## config.mk

```make
export PLATFORM = sky130hd
export DESIGN_NAME = mem_arbiter_flat
export DESIGN_NICKNAME = d
export VERILOG_FILES = /design/src/rtl/mem_arbiter_if.sv /design/src/rtl/mem_arbiter.sv /design/src/flat_wrapper.sv
export SDC_FILE = /design/constraint.sdc
export NUM_CORES = 1
export LEC_CHECK = 0
export CAP_MARGIN = 0
export CORE_ASPECT_RATIO = 1.5
export CORE_UTILIZATION = 40
export CTS_CLUSTER_DIAMETER = 120
export CTS_CLUSTER_SIZE = 14
export DETAILED_ROUTE_END_ITERATION = 7
export PLACE_DENSITY = 0.79
export SLEW_MARGIN = 20
export SYNTH_ARGS = -nofsm -noshare
export SYNTH_HDL_FRONTEND = slang
export SYNTH_SLANG_ARGS = --single-unit
```

## constraint.sdc

```tcl
create_clock -name clk -period 2.6 [get_ports clk]
set_clock_uncertainty 0.1 [all_clocks]
set_input_delay 0.52 -clock clk [delete_from_list [all_inputs] [get_ports clk]]
set_output_delay 0.52 -clock clk [all_outputs]
set_load 0.005 [all_outputs]
```

## src/rtl/mem_arbiter_if.sv

```systemverilog
// Fetch, load/store and memory-side signals of mem_arbiter in one bundle.
// The slave modport is the arbiter's view; master is the requesters plus memory.
interface mem_arbiter_if #(
    parameter int ADDR_W = 32,
    parameter int DATA_W = 32
);
    logic              if_req;
    logic [ADDR_W-1:0] if_addr;
    logic              if_gnt;
    logic              if_rvalid;
    logic [DATA_W-1:0] if_rdata;

    logic              d_req;
    logic              d_we;
    logic [3:0]        d_be;
    logic [ADDR_W-1:0] d_addr;
    logic [DATA_W-1:0] d_wdata;
    logic              d_gnt;
    logic              d_rvalid;
    logic [DATA_W-1:0] d_rdata;

    logic              mem_req;
    logic              mem_we;
    logic [3:0]        mem_be;
    logic [ADDR_W-1:0] mem_addr;
    logic [DATA_W-1:0] mem_wdata;
    logic              mem_ack;
    logic [DATA_W-1:0] mem_rdata;

    modport slave (
        input  if_req, if_addr,
        input  d_req, d_we, d_be, d_addr, d_wdata,
        input  mem_ack, mem_rdata,
        output if_gnt, if_rvalid, if_rdata,
        output d_gnt, d_rvalid, d_rdata,
        output mem_req, mem_we, mem_be, mem_addr, mem_wdata
    );

    modport master (
        output if_req, if_addr,
        output d_req, d_we, d_be, d_addr, d_wdata,
        output mem_ack, mem_rdata,
        input  if_gnt, if_rvalid, if_rdata,
        input  d_gnt, d_rvalid, d_rdata,
        input  mem_req, mem_we, mem_be, mem_addr, mem_wdata
    );
endinterface

```

## src/rtl/mem_arbiter.sv

```systemverilog
// Shares one unified memory port between instruction fetch and load/store.
// Data wins by default; a streak counter forces a fetch after STARVE_MAX data wins.
module mem_arbiter #(
    parameter int ADDR_W     = 32,
    parameter int DATA_W     = 32,
    parameter int STARVE_MAX = 4    // must be >= 1
) (
    input  logic         clk,
    input  logic         rst,
    mem_arbiter_if.slave bus
);
    localparam int STREAK_W = $clog2(STARVE_MAX + 1);
    localparam logic [STREAK_W-1:0] STREAK_LIMIT = STREAK_W'(STARVE_MAX);

    localparam logic [1:0] IDLE    = 2'd0;
    localparam logic [1:0] BUSY_IF = 2'd1;
    localparam logic [1:0] BUSY_D  = 2'd2;
    localparam logic [1:0] DONE    = 2'd3;

    logic [1:0]          state;
    logic [STREAK_W-1:0] streak;

    logic                if_gnt_q;
    logic                if_rvalid_q;
    logic [DATA_W-1:0]   if_rdata_q;
    logic                d_gnt_q;
    logic                d_rvalid_q;
    logic [DATA_W-1:0]   d_rdata_q;
    logic                mem_req_q;
    logic                mem_we_q;
    logic [3:0]          mem_be_q;
    logic [ADDR_W-1:0]   mem_addr_q;
    logic [DATA_W-1:0]   mem_wdata_q;

    logic                grant_d;
    logic                grant_if;

    // A waiting fetch only overrides data once the data streak has reached the limit.
    always_comb begin
        grant_d  = bus.d_req && !(bus.if_req && (streak == STREAK_LIMIT));
        grant_if = bus.if_req && !grant_d;
    end

    always_ff @(posedge clk) begin
        if (rst) begin
            state       <= IDLE;
            streak      <= '0;
            if_gnt_q    <= 1'b0;
            if_rvalid_q <= 1'b0;
            if_rdata_q  <= '0;
            d_gnt_q     <= 1'b0;
            d_rvalid_q  <= 1'b0;
            d_rdata_q   <= '0;
            mem_req_q   <= 1'b0;
            mem_we_q    <= 1'b0;
            mem_be_q    <= 4'h0;
            mem_addr_q  <= '0;
            mem_wdata_q <= '0;
        end else begin
            if_gnt_q    <= 1'b0;
            if_rvalid_q <= 1'b0;
            d_gnt_q     <= 1'b0;
            d_rvalid_q  <= 1'b0;

            case (state)
                IDLE: begin
                    if (grant_d) begin
                        state       <= BUSY_D;
                        d_gnt_q     <= 1'b1;
                        mem_req_q   <= 1'b1;
                        mem_we_q    <= bus.d_we;
                        mem_be_q    <= bus.d_be;
                        mem_addr_q  <= bus.d_addr;
                        mem_wdata_q <= bus.d_wdata;
                    end else if (grant_if) begin
                        state       <= BUSY_IF;
                        if_gnt_q    <= 1'b1;
                        mem_req_q   <= 1'b1;
                        mem_we_q    <= 1'b0;
                        mem_be_q    <= 4'hF;
                        mem_addr_q  <= bus.if_addr;
                        mem_wdata_q <= '0;
                    end

                    // Only data wins that keep a fetch waiting lengthen the streak.
                    if (!bus.if_req || grant_if) begin
                        streak <= '0;
                    end else if (grant_d && (streak != STREAK_LIMIT)) begin
                        streak <= streak + 1'b1;
                    end
                end

                BUSY_IF, BUSY_D: begin
                    if (bus.mem_ack) begin
                        state     <= DONE;
                        mem_req_q <= 1'b0;
                        if (state == BUSY_IF) begin
                            if_rvalid_q <= 1'b1;
                            if_rdata_q  <= bus.mem_rdata;
                        end else begin
                            d_rvalid_q <= 1'b1;
                            d_rdata_q  <= mem_we_q ? '0 : bus.mem_rdata;
                        end
                    end
                end

                default: begin
                    state <= IDLE;
                end
            endcase
        end
    end

    assign bus.if_gnt    = if_gnt_q;
    assign bus.if_rvalid = if_rvalid_q;
    assign bus.if_rdata  = if_rdata_q;
    assign bus.d_gnt     = d_gnt_q;
    assign bus.d_rvalid  = d_rvalid_q;
    assign bus.d_rdata   = d_rdata_q;
    assign bus.mem_req   = mem_req_q;
    assign bus.mem_we    = mem_we_q;
    assign bus.mem_be    = mem_be_q;
    assign bus.mem_addr  = mem_addr_q;
    assign bus.mem_wdata = mem_wdata_q;
endmodule
```

## src/flat_wrapper.sv

```systemverilog
// flat-port wrapper written by rule: the top's interface ports become plain ports
module mem_arbiter_flat 
#(
    parameter int ADDR_W     = 32,
    parameter int DATA_W     = 32,
    parameter int STARVE_MAX = 4                   
)
  (clk, rst, bus_if_req, bus_if_addr, bus_d_req, bus_d_we, bus_d_be, bus_d_addr, bus_d_wdata, bus_mem_ack, bus_mem_rdata, bus_if_gnt, bus_if_rvalid, bus_if_rdata, bus_d_gnt, bus_d_rvalid, bus_d_rdata, bus_mem_req, bus_mem_we, bus_mem_be, bus_mem_addr, bus_mem_wdata);
  mem_arbiter_if #(.ADDR_W(ADDR_W), .DATA_W(DATA_W)) bus_i ();
  input  logic clk;
  input  logic rst;
  input wire logic [$bits(bus_i.if_req)-1:0] bus_if_req;
  input wire logic [$bits(bus_i.if_addr)-1:0] bus_if_addr;
  input wire logic [$bits(bus_i.d_req)-1:0] bus_d_req;
  input wire logic [$bits(bus_i.d_we)-1:0] bus_d_we;
  input wire logic [$bits(bus_i.d_be)-1:0] bus_d_be;
  input wire logic [$bits(bus_i.d_addr)-1:0] bus_d_addr;
  input wire logic [$bits(bus_i.d_wdata)-1:0] bus_d_wdata;
  input wire logic [$bits(bus_i.mem_ack)-1:0] bus_mem_ack;
  input wire logic [$bits(bus_i.mem_rdata)-1:0] bus_mem_rdata;
  output wire logic [$bits(bus_i.if_gnt)-1:0] bus_if_gnt;
  output wire logic [$bits(bus_i.if_rvalid)-1:0] bus_if_rvalid;
  output wire logic [$bits(bus_i.if_rdata)-1:0] bus_if_rdata;
  output wire logic [$bits(bus_i.d_gnt)-1:0] bus_d_gnt;
  output wire logic [$bits(bus_i.d_rvalid)-1:0] bus_d_rvalid;
  output wire logic [$bits(bus_i.d_rdata)-1:0] bus_d_rdata;
  output wire logic [$bits(bus_i.mem_req)-1:0] bus_mem_req;
  output wire logic [$bits(bus_i.mem_we)-1:0] bus_mem_we;
  output wire logic [$bits(bus_i.mem_be)-1:0] bus_mem_be;
  output wire logic [$bits(bus_i.mem_addr)-1:0] bus_mem_addr;
  output wire logic [$bits(bus_i.mem_wdata)-1:0] bus_mem_wdata;
  assign bus_i.if_req = bus_if_req;
  assign bus_i.if_addr = bus_if_addr;
  assign bus_i.d_req = bus_d_req;
  assign bus_i.d_we = bus_d_we;
  assign bus_i.d_be = bus_d_be;
  assign bus_i.d_addr = bus_d_addr;
  assign bus_i.d_wdata = bus_d_wdata;
  assign bus_i.mem_ack = bus_mem_ack;
  assign bus_i.mem_rdata = bus_mem_rdata;
  assign bus_if_gnt = bus_i.if_gnt;
  assign bus_if_rvalid = bus_i.if_rvalid;
  assign bus_if_rdata = bus_i.if_rdata;
  assign bus_d_gnt = bus_i.d_gnt;
  assign bus_d_rvalid = bus_i.d_rvalid;
  assign bus_d_rdata = bus_i.d_rdata;
  assign bus_mem_req = bus_i.mem_req;
  assign bus_mem_we = bus_i.mem_we;
  assign bus_mem_be = bus_i.mem_be;
  assign bus_mem_addr = bus_i.mem_addr;
  assign bus_mem_wdata = bus_i.mem_wdata;
  mem_arbiter #(.ADDR_W(ADDR_W), .DATA_W(DATA_W), .STARVE_MAX(STARVE_MAX)) u_core (.clk(clk), .rst(rst), .bus(bus_i));
endmodule
```

== Word level (Yosys, flattened, before mapping) ==
Index checks and enable logic that the tools add are counted.

* Register bits after elaboration: 143
* Input port bits: 138
* Output and inout bits: 138

* Bitwise logic cells: 4
* Equal/unequal tests: 6
* Reduce and logical (&&, ||, !) cells: 22
* Multiplexer cells: 23
* Add/subtract/negate cells: 1

{| class="wikitable"
|+ Operators by type and width
! operator !! count
|-
| 32-bit 2-to-1 mux || 5
|-
| 1-bit 2-to-1 mux || 9
|-
| 3-bit AND reduction || 3
|-
| 4-bit 2-to-1 mux || 2
|-
| 2-bit 2-to-1 mux || 3
|-
| 3-bit 2-to-1 mux || 2
|-
| 2-bit AND reduction || 3
|-
| 2-bit nonzero test || 3
|-
| 3-bit OR reduction || 2
|-
| 1-bit logical AND || 4
|-
| 1-bit inverter || 4
|-
| 2-bit case mux with 2 select lines || 1
|-
| 2-bit OR reduction || 2
|-
| 3-bit by 1-bit adder with 3-bit output, second input constant || 1
|-
| 3-bit == test, second input constant || 1
|-
| 1-bit zero test || 3
|-
| 3-bit by 1-bit inequality test with 1-bit output, second input constant || 1
|-
| 3-bit inequality test, second input constant || 1
|-
| 2-bit by 1-bit == test with 1-bit output, second input constant || 1
|-
| 2-bit == test, second input constant || 1
|-
| 2-bit zero test || 1
|-
| 2-bit inequality test, second input constant || 1
|-
| 1-bit case mux with 2 select lines || 1
|-
| 1-bit logical OR || 1
|}

== Longest topological paths before layout ==
Gate-level depths: netlist (run 1).

* Word-level depth: 9
* Mapped depth: 8
* Mapped depth without buffers: 5

== Worst setup path before layout (run 1) ==
No wires, ideal clock.

* Path kind: register to register
* Start point: register u_core.state[0]
* End point: register u_core.d_rdata_q[10], in the netlist u_core.bus.d_rdata[10]
* Data required time: 2383 ps
* Setup time: 117 ps
* Path slack: 925 ps
* Stages on the path, launching flop included: 7
* Arrival: 1458 ps
* Cells stage by stage: dfxtp_1 -> inv_1 -> ha_1 -> nand2_1 -> o21ba_2 -> buf_6 -> a22o_1

* Word-level cells in the longest chain between the ends: 3
* Elaborated cells between the ends (all ways): 5
* Those cells by class: eq/ne: 2; bitwise: 1; reduce/logical: 2

{| class="wikitable"
|+ RTL lines
! element !! line !! RTL
|-
| start, declared || mem_arbiter.sv:20 || <nowiki>logic [1:0] state;</nowiki>
|-
| start signal, assigned || mem_arbiter.sv:46 || <nowiki>state <= IDLE;</nowiki>
|-
| start signal, assigned || mem_arbiter.sv:68 || <nowiki>state <= BUSY_D;</nowiki>
|-
| start signal, assigned || mem_arbiter.sv:76 || <nowiki>state <= BUSY_IF;</nowiki>
|-
| 2-bit == test or 2-bit by 1-bit == test with 1-bit output (tied branches) || mem_arbiter.sv:65, mem_arbiter.sv:97 ||
|-
| 2-bit OR reduction or 1-bit inverter (tied branches) || - ||
|-
| 3-bit AND reduction (no line) * || - ||
|-
| end signal, assigned || mem_arbiter.sv:102 || <nowiki>d_rdata_q <= mem_we_q ? '0 : bus.mem_rdata;</nowiki>
|-
| end, declared || mem_arbiter.sv:28 || <nowiki>logic [DATA_W-1:0] d_rdata_q;</nowiki>
|}

Mark *: on every way between the ends. The rest lies on a longest branch, timed or not.
A chain may end at the register's enable or synchronous reset.

== Worst setup path in the final report (run 1) ==
* Start point: register u_core.mem_we_q, in the netlist u_core.bus.mem_we
* End point: output port bus_mem_we

{| class="wikitable"
|+ RTL lines
! element !! line !! RTL
|-
| start, declared || mem_arbiter.sv:30 || <nowiki>logic mem_we_q;</nowiki>
|-
| start signal, assigned || mem_arbiter.sv:71 || <nowiki>mem_we_q <= bus.d_we;</nowiki>
|-
| end, declared || flat_wrapper.sv:28 || <nowiki>output wire logic [$bits(bus_i.mem_we)-1:0] bus_mem_we;</nowiki>
|}

No word-level cell between the ends.

==> run summary, run 1 <==
Outcome = finished, final reports clean
Hold Path Class = flop to flop
Yosys warnings = 0
Leakage = 0.00331 uW
Synth top area share = 0.498
Final Total Pwr = 8070 uW
Sw Pwr = 2420 uW
Register area share after synthesis = 0.498
Area Overhead vs Synth = 60.8%
Max_cap viols = 0
CP top delay family = buffers and inverters
First-pass GRT wire length = 28.0 mm
Vias in the first global route = 5451
# hold bufs at CTS = 0
Row count = 53
Syn avg cell area = 9.22 um2
Post-Syn Instances = 623
Post-synth ARST share = 0
Final setup violation count = 0
Critical Path Fanout Max = 3
CP Class = flop to primary output
Post-DRT Antenna Nets = 0
Worst slew margin = 0.648
Post-CTS Setup Repair Bufs = 0
RSZ-0062 raised after global routing = false
Clk root buf = clkbuf_16
Placed cells = 1048
Post-CTS sizing = 0
Ys flop type = dfxtp_1
Post-Syn Nets = 767
Critical-path cell list = clkdlybuf4s50_1
Setup TNS Final = 0 ps
Peak per-stage delay on the critical path = 600 ps
Clock sink total = 143
PwrDens = 874 nW/um2
Area of the mapped netlist = 5750 um2
Reg power frac = 0.348
Drt first pass iters = 4
Largest net degree at the start of global routing = 70
Chip width = 99.9 um
Starting density of the core = 0.411
Antenna violations before repair = 0
ANT cells = 0
Die height = 149 um
Layout Cells excl Fill = 1080
Worst path bufs/invs = 1
Crit start category = flop
Post-DP HPWL = 12.3 mm
Dominant cells by area after synthesis = dfxtp_1, nand2_1, a21oi_1, a211oi_2, a22o_1
Core area = 14000 um2
Final-report hold violation count = 0
WL/cell = 16.5 um
Worst skew pair latency = 410 ps
Via count = 5675
Max Slew Vio Count = 0
Sw Ratio = 0.300
Vias/cell = 5.25
CTS Buffer Depth = 2
Num CTS Buffers = 17
Setup crit end kind = primary output
Aggregate routed wire length = 17.8 mm
Actual slew at the worst max-slew pin = 528 ps
Grt ovf = 0
Required time worst endpoint = 1980 ps
Post-synth EDFFs = 0
GPL Wtd Cong = 0.858
TritonCTS clock tree = yes
Min Tclk post-route = 2010 ps
Ports = 276
Fmax = 498 MHz
Port Buffers = 275
DIE AREA = 14900 um2
Yosys reg bits = 143
Clock network fraction of total power = 0.329
DRT iter0 DRCs = 248
Distinct cell type count after synthesis = 41
Worst Path Arrival = 1390 ps
CTS clk-pin slew, worst paths = 60 ps
Layout Nets = 1019
Fillers = 1171
DRC errors left = 0
Final worst-path cycle share = 0.773
# H-tree levels = 4
Pint = 5650 uW
Gr usage total = 0.240
Dominant cell type by area after synthesis = dfxtp_1
Critical-path top delay cell = clkdlybuf4s50_1
Max IR drop VDD = 0.442 mV
Logic gate share of total power = 0.323
Share of layout cells above drive strength 1 = 0.115
## power groups by stage
| stage | combinational (uW) | sequential, uW | clock, uW |
|---|---|---|---|
| final | 2610 | 2810 | 2660 |
| after global routing | 2820 | 2860 | 2810 |
| after CTS | 2630 | 2810 | 2700 |
| after detailed placement | 2610 | 2850 | 0 |
| after global placement | 2580 | 2850 | 0 |
| after floorplan | 1330 | 2880 | 0 |
## cell type report
cell class	instances	area [um2]	share of cell area
Timing Repair Buffer	296	2980	0.322
Sequential cell	143	2860	0.310
Multi-Input combinational cell	411	2490	0.269
Clock buffer	19	443	0.0480
Tap cell	192	240	0.0260
Clock inverter	13	203	0.0219
Inverter	6	22.5	0.00244
## worst paths after layout
kind	end	start	depth (start not counted)	slack [ps]
max	bus_mem_we	u_core.bus.mem_we	1	590
min	u_core.bus.mem_wdata[12]	u_core.bus.mem_wdata[12]	2	350
max reg2reg	u_core.state[1]	u_core.state[1]	6	660
min reg2reg	u_core.bus.mem_wdata[12]	u_core.bus.mem_wdata[12]	2	350
## metrics by stage
| step | util | hold slack, ps | worst slack [ps] | cell area (um2) |
|---|---|---|---|---|
| 6_report | 0.660 | 352 | 590 | 9240 |
| 5_1_grt | 0.660 | 371 | 524 | 9240 |
| 4_1_cts | 0.660 | 354 | 575 | 9240 |
| 3_5_place_dp | 0.614 | 346 | 275 | 8590 |
| 3_3_place_gp | 0.614 | 341 | 345 | 8590 |
| 2_1_floorplan | - | 353 | 925 | 5750 |
## layout by cell type (no fill, tap or decap), types with 10 or more instances in the layout
master	instances
clkdlybuf4s50_1	273
dfxtp_1	143
nand2_1	89
a21oi_1	58
nor2_1	44
nand4_1	34
a31oi_1	32
a22o_1	32
o21ai_0	29
a211oi_2	23
clkbuf_16	17
buf_4	16
a211oi_1	13
nand2_2	10
a21oi_2	10
## cell usage after synthesis (all sizes together), types with 2 or more instances
master  instances
a211oi         36
nand4          34
clkbuf         18
a31oi          32
nor3b           2
nand2          99
nor4            2
and3            2
o21ai          35
inv             6
dfxtp         143
a22o           32
nand3           3
a21oi          68
nand2b          2
a221o           2
ha              6
nor2           44
buf            45
## metal layers
layer	wire [um]	track usage	vias to the layer above
met5	0	0	-
met4	708	0.119	0
met2	8860	0.403	214
met1	7150	0.279	2670
li1	-	-	2748
met3	1070	0.0637	43
## cells by family after synthesis
family / after synthesis / share of synthesized area
flops: 143 / 0.498
simple gates: 196 / 0.161
compound gates: 209 / 0.259
fa+ha+maj: 6 / 0.0131
buf+inv: 69 / 0.0688
## state kept, by name, indices dropped and copies added, names as in the netlist, 2 cells and up
name and cells:
u_core.bus.d_rdata 32, u_core.bus.mem_addr 32, u_core.bus.mem_wdata 32, u_core.bus.mem_be 4, u_core.bus.if_rdata 32, u_core.streak 3, u_core.state 2
Power figures use the tool's default switching activity.
==> inputs of run 2 (changes only) <==
==> constraint.sdc (replaced) <==
create_clock -name clk -period 2.1 [get_ports clk]
set_clock_uncertainty 0.1 [all_clocks]
set_input_delay 0.42 -clock clk [delete_from_list [all_inputs] [get_ports clk]]
set_output_delay 0.42 -clock clk [all_outputs]
set_load 0.005 [all_outputs]
==> run 2 against run 1 <==
Effect of this change:
- worst hold slack got worse by 130 ps
- power rose by 21%
- clock power increased by 12%
- wire length shrank 0.17%
- combinational power increased by 25%
- cell area up 0.47%
- cell count up 0.74%
- flip-flop and latch count is the same
- clock-buffer cell count down 1
- sequential share of layout area fell by 0.15 points
- largest power group unchanged
- setup slack got worse by 390 ps
- critical endpoint unchanged
==> run summary, run 2 (synthesis results as in run 1) <==
Outcome = finished, final reports clean
# hold bufs at CTS = 0 (unchanged)
DRT iter0 DRCs = 251 (+1.2%)
Layout Nets = 1026 (+0.69%)
Antenna violations before repair = 1 (+1)
Min Tclk post-route = 1900 ps
Gr usage total = 0.239 (-0.000994)
Post-DRT Antenna Nets = 0 (unchanged)
Die height = 149 um (unchanged)
Chip width = 99.9 um (unchanged)
WL/cell = 16.3 um (-0.91%)
Final-report hold violation count = 0 (unchanged)
Critical-path cell list = clkdlybuf4s50_1
DRC errors left = 0 (unchanged)
Max IR drop VDD = 0.727 mV (+64%)
Core area = 14000 um2 (unchanged)
Design Area, Final = 9280 um2 (+0.47%)
Vias in the first global route = 5378 (-1.3%)
Starting density of the core = 0.411 (unchanged)
Max Slew Vio Count = 0 (unchanged)
Worst slew margin = 0.566 (-0.0823)
Port Buffers = 275 (unchanged)
CTS Buffer Depth = 2 (unchanged)
Actual slew at the worst max-slew pin = 651 ps (+123 ps)
Clock sink total = 143 (unchanged)
Drt first pass iters = 4 (unchanged)
Crit start category = flop
RSZ-0062 raised after global routing = false
Post-CTS Setup Repair Bufs = 0 (unchanged)
Grt ovf = 0 (unchanged)
TritonCTS clock tree = yes
PwrDens = 1050 nW/um2 (+20%)
Fmax = 526 MHz
Placed cell area = 8690 um2 (+1.2%)
Final setup violation count = 0 (unchanged)
Final worst-path cycle share = 0.906
Ports = 276 (unchanged)
Post-CTS sizing = 0 (unchanged)
Aggregate routed wire length = 17.7 mm (-0.17%)
DIE AREA = 14900 um2 (unchanged)
Worst Path Arrival = 1380 ps (about the same)
GPL Wtd Cong = 0.836 (-2.6%)
Setup crit end kind = primary output
Num CTS Buffers = 17 (unchanged)
First-pass GRT wire length = 27.8 mm (-0.74%)
Clk root buf = clkbuf_16
Share of layout cells above drive strength 1 = 0.123 (+0.00804)
Area Overhead vs Synth = 61.5%
Peak per-stage delay on the critical path = 580 ps (-20 ps)
Setup TNS Final = 0 ps (unchanged)
Worst path bufs/invs = 1 (unchanged)
CTS clk-pin slew, worst paths = 60 ps (about the same)
Max_cap viols = 0 (unchanged)
Critical-path top delay cell = clkdlybuf4s50_1
Post-DP HPWL = 12.5 mm (+1.5%)
Hold Path Class = primary input to flop
Final Core Density = 0.663 (+0.00313)
Via count = 5661 (-0.25%)
CP Class = flop to primary output
Largest net degree at the start of global routing = 57 (-19%)
Most common cell after layout, fill and taps aside = clkdlybuf4s50_1
Row count = 53 (unchanged)
Required time worst endpoint = 1580 ps (-400 ps)
CP top delay family = buffers and inverters
Worst skew pair latency = 400 ps (about the same)
Critical Path Fanout Max = 3 (unchanged)
Commonest cells after routing, fill and taps aside = clkdlybuf4s50_1, dfxtp_1, nand2_1, a21oi_1, nor2_1
Leakage = 0.00332 uW (+0.39%)
Vias/cell = 5.20 (-0.98%)
# H-tree levels = 4 (unchanged)
## run 2: through the flow
step,setup slack [ps],std cells,power (uW),hold WS (ps)
2_1_floorplan,425,623,5200,353
3_3_place_gp,101,1055,6770,341
3_5_place_dp,42.3,1055,6810,346
4_1_cts,178,1087,9830,205
5_1_grt,153,1088,10200,213
6_report,197,1088,9730,218
## run 2: where the power goes
group / internal [uW] / leakage (uW) / switching [uW]
Combinational: 1760 / 0.00187 / 1510
Clock: 1710 / 0.000279 / 1280
Sequential: 3210 / 0.00117 / 259
Total: 6680 / 0.00332 / 3050
## run 2: path summary, 6_finish.rpt
path	startpoint	end	slack [ps]	cells after the start
setup / recovery	u_core.bus.mem_we	bus_mem_we	200	1
hold / removal	rst	u_core.bus.mem_req	220	2
hold reg to reg	u_core.bus.if_rdata[1]	u_core.bus.if_rdata[1]	350	2
setup reg to reg	u_core.state[0]	u_core.bus.d_rdata[31]	300	7
## run 2: routing by layer
| layer | vias to the layer above | GRT usage | share of wire |
|---|---|---|---|
| met1 | 2646 | 0.280 | 0.40 |
| li1 | 2765 | - | - |
| met2 | 204 | 0.402 | 0.50 |
| met5 | - | 0 | 0 |
| met4 | 0 | 0.132 | 0.043 |
| met3 | 46 | 0.0515 | 0.053 |
## run 2: final cells by class
cell class,instances,area [um2]
clock inverter,14,145
timing repair buffer,303,3080
clock buffer,18,439
inverter,6,22.5
antenna,1,2.50
multi-input combinational,411,2490
fill,1152,4710
tap,192,240
sequential,143,2860
==> inputs of run 3 (changes only) <==
==> constraint.sdc (replaced) <==
create_clock -name clk -period 2 [get_ports clk]
set_clock_uncertainty 0.1 [all_clocks]
set_input_delay 0.4 -clock clk [delete_from_list [all_inputs] [get_ports clk]]
set_output_delay 0.4 -clock clk [all_outputs]
set_load 0.005 [all_outputs]
==> run 3 against run 2 <==
Effect of this change:
- first-iteration DRC count shrank 17%
- via count shrank 0.34%
- sequential power is 5% higher
- combinational power increased by 10%
- sequential share of layout area shrank 0.066 points
- largest cell class unchanged
==> run summary, run 3 (synthesis results as in run 1) <==
Outcome = finished, final reports clean
Gr usage total = 0.247 (+0.00795)
Hold Path Class = primary input to flop
Path depth of the worst reg2reg path = 7 (unchanged)
Ports = 276 (unchanged)
Row count = 53 (unchanged)
Vias/cell = 5.16 (-0.79%)
Required time worst endpoint = 1500 ps (-80 ps)
Worst slew margin = 0.706 (+0.140)
Post-CTS Setup Repair Bufs = 0 (unchanged)
Share of layout cells above drive strength 1 = 0.129 (+0.00584)
Max_cap viols = 0 (unchanged)
Drt first pass iters = 4 (unchanged)
Final setup violation count = 0 (unchanged)
CTS Buffer Depth = 2 (unchanged)
Peak per-stage delay on the critical path = 580 ps (about the same)
Vias in the first global route = 5443 (+1.2%)
Post-DP HPWL = 12.8 mm (+2.4%)
PwrDens = 1100 nW/um2 (+4.9%)
Min Tclk post-route = 1880 ps
Port Buffers = 275 (unchanged)
Placed cell area = 8750 um2 (+0.60%)
Multi-input gate area = 2490 um2 (unchanged)
Chip width = 99.9 um (unchanged)
Actual slew at the worst max-slew pin = 441 ps (-210 ps)
CP top delay family = buffers and inverters
Fmax = 532 MHz
Setup crit end kind = primary output
Hold depth = 2 (unchanged)
Area Overhead vs Synth = 61.9%
DRT iter0 DRCs = 208 (-17%)
ANT cells = 0 (-1)
Max IR drop VDD = 0.687 mV (-5.6%)
Via count = 5642 (-0.34%)
Critical-path top delay cell = clkdlybuf4s50_1
Max Slew Vio Count = 0 (unchanged)
Largest net degree at the start of global routing = 82 (+44%)
TritonCTS clock tree = yes
Final worst-path cycle share = 0.939
Leakage = 0.00334 uW (+0.55%)
WL/cell = 16.6 um (+2.0%)
Crit start category = flop
Critical Path Source = u_core.bus.mem_we
Starting density of the core = 0.411 (unchanged)
FF-to-FF setup slack = 150 ps (-150 ps)
Die height = 149 um (unchanged)
Worst r2r src = u_core.state[0]
Critical R2R Capture = u_core.bus.d_rdata[1]
Worst skew pair latency = 410 ps (about the same)
DIE AREA = 14900 um2 (unchanged)
Core area = 14000 um2 (unchanged)
Num CTS Buffers = 17 (unchanged)
Post-DRT Antenna Nets = 0 (unchanged)
Sequential cell area = 2860 um2 (unchanged)
Worst Path Arrival = 1380 ps (about the same)
Most common cell after layout, fill and taps aside = clkdlybuf4s50_1
Critical-path cell list = clkdlybuf4s50_1
Critical Path Fanout Max = 3 (unchanged)
CP Class = flop to primary output
DRC errors left = 0 (unchanged)
Crit path capture = bus_mem_we
CTS clk-pin slew, worst paths = 60 ps (about the same)
GPL Wtd Cong = 0.840 (+0.45%)
Worst path bufs/invs = 1 (unchanged)
# hold bufs at CTS = 0 (unchanged)
Setup TNS Final = 0 ps (unchanged)
Clk root buf = clkbuf_16
Fillers = 1155 (+0.26%)
CP Depth = 1 (unchanged)
First-pass GRT wire length = 28.7 mm (+3.1%)
Grt ovf = 0 (unchanged)
Layout Nets = 1033 (+0.68%)
RSZ-0062 raised after global routing = false
Post-CTS sizing = 0 (unchanged)
Aggregate routed wire length = 18.2 mm (+2.5%)
# H-tree levels = 4 (unchanged)
Antenna violations before repair = 0 (-1)
Clock sink total = 143 (unchanged)
Final-report hold violation count = 0 (unchanged)
Design Area, Final = 9300 um2 (+0.22%)
Commonest cells after routing, fill and taps aside = clkdlybuf4s50_1, dfxtp_1, nand2_1, a21oi_1, nor2_1
Final Core Density = 0.665 (+0.00143)
Hold Startpoint = rst
## run 3: cell count changes in the layout (fill, tap and decap cells not counted), sizes merged
cell,before,now
clkinvlp,3,4
inv,14,8
clkinv,2,6
buf,30,37
diode,1,0
## run 3: worst min-delay path by stage
stage                               endpoint
global route          u_core.bus.mem_addr[1]
floorplan             u_core.bus.if_rdata[0]
detailed placement  u_core.bus.mem_wdata[15]
global placement    u_core.bus.mem_wdata[17]
finish                u_core.bus.mem_addr[1]
CTS                   u_core.bus.mem_addr[1]
## run 3: through the flow
stage	cells	worst slack [ps]	hold WS [ps]	total power [uW]
2_1_floorplan	623	325	353	5460
3_3_place_gp	1062	15.6	341	7250
3_5_place_dp	1062	-30.0	345	7310
4_1_cts	1093	99.4	188	10300
5_1_grt	1093	26.3	199	10800
6_report	1093	121	205	10200
## run 3: layout make-up
type                       count  share of cell area
multi-input combinational    411               0.267
tap                          192              0.0258
timing repair buffer         310               0.337
sequential                   143               0.308
inverter                       6             0.00242
clock buffer                  18              0.0472
clock inverter                13              0.0124
## run 3: metal layers
metal  global-route usage  up-vias  wire (um)  share of wire
met5                    0        -          0              0
met4                0.101        0        552          0.030
met3               0.0614       37       1060          0.058
met2                0.433      188       9510           0.52
met1                0.283     2652       7060           0.39
li1                     -     2765          -              -
## run 3: report_power, final
group / total [uW] / switching, uW / internal (uW)
clock: 2980 / 1240 / 1740
combinational: 3600 / 1630 / 1960
sequential: 3660 / 283 / 3380
total: 10200 / 3160 / 7080
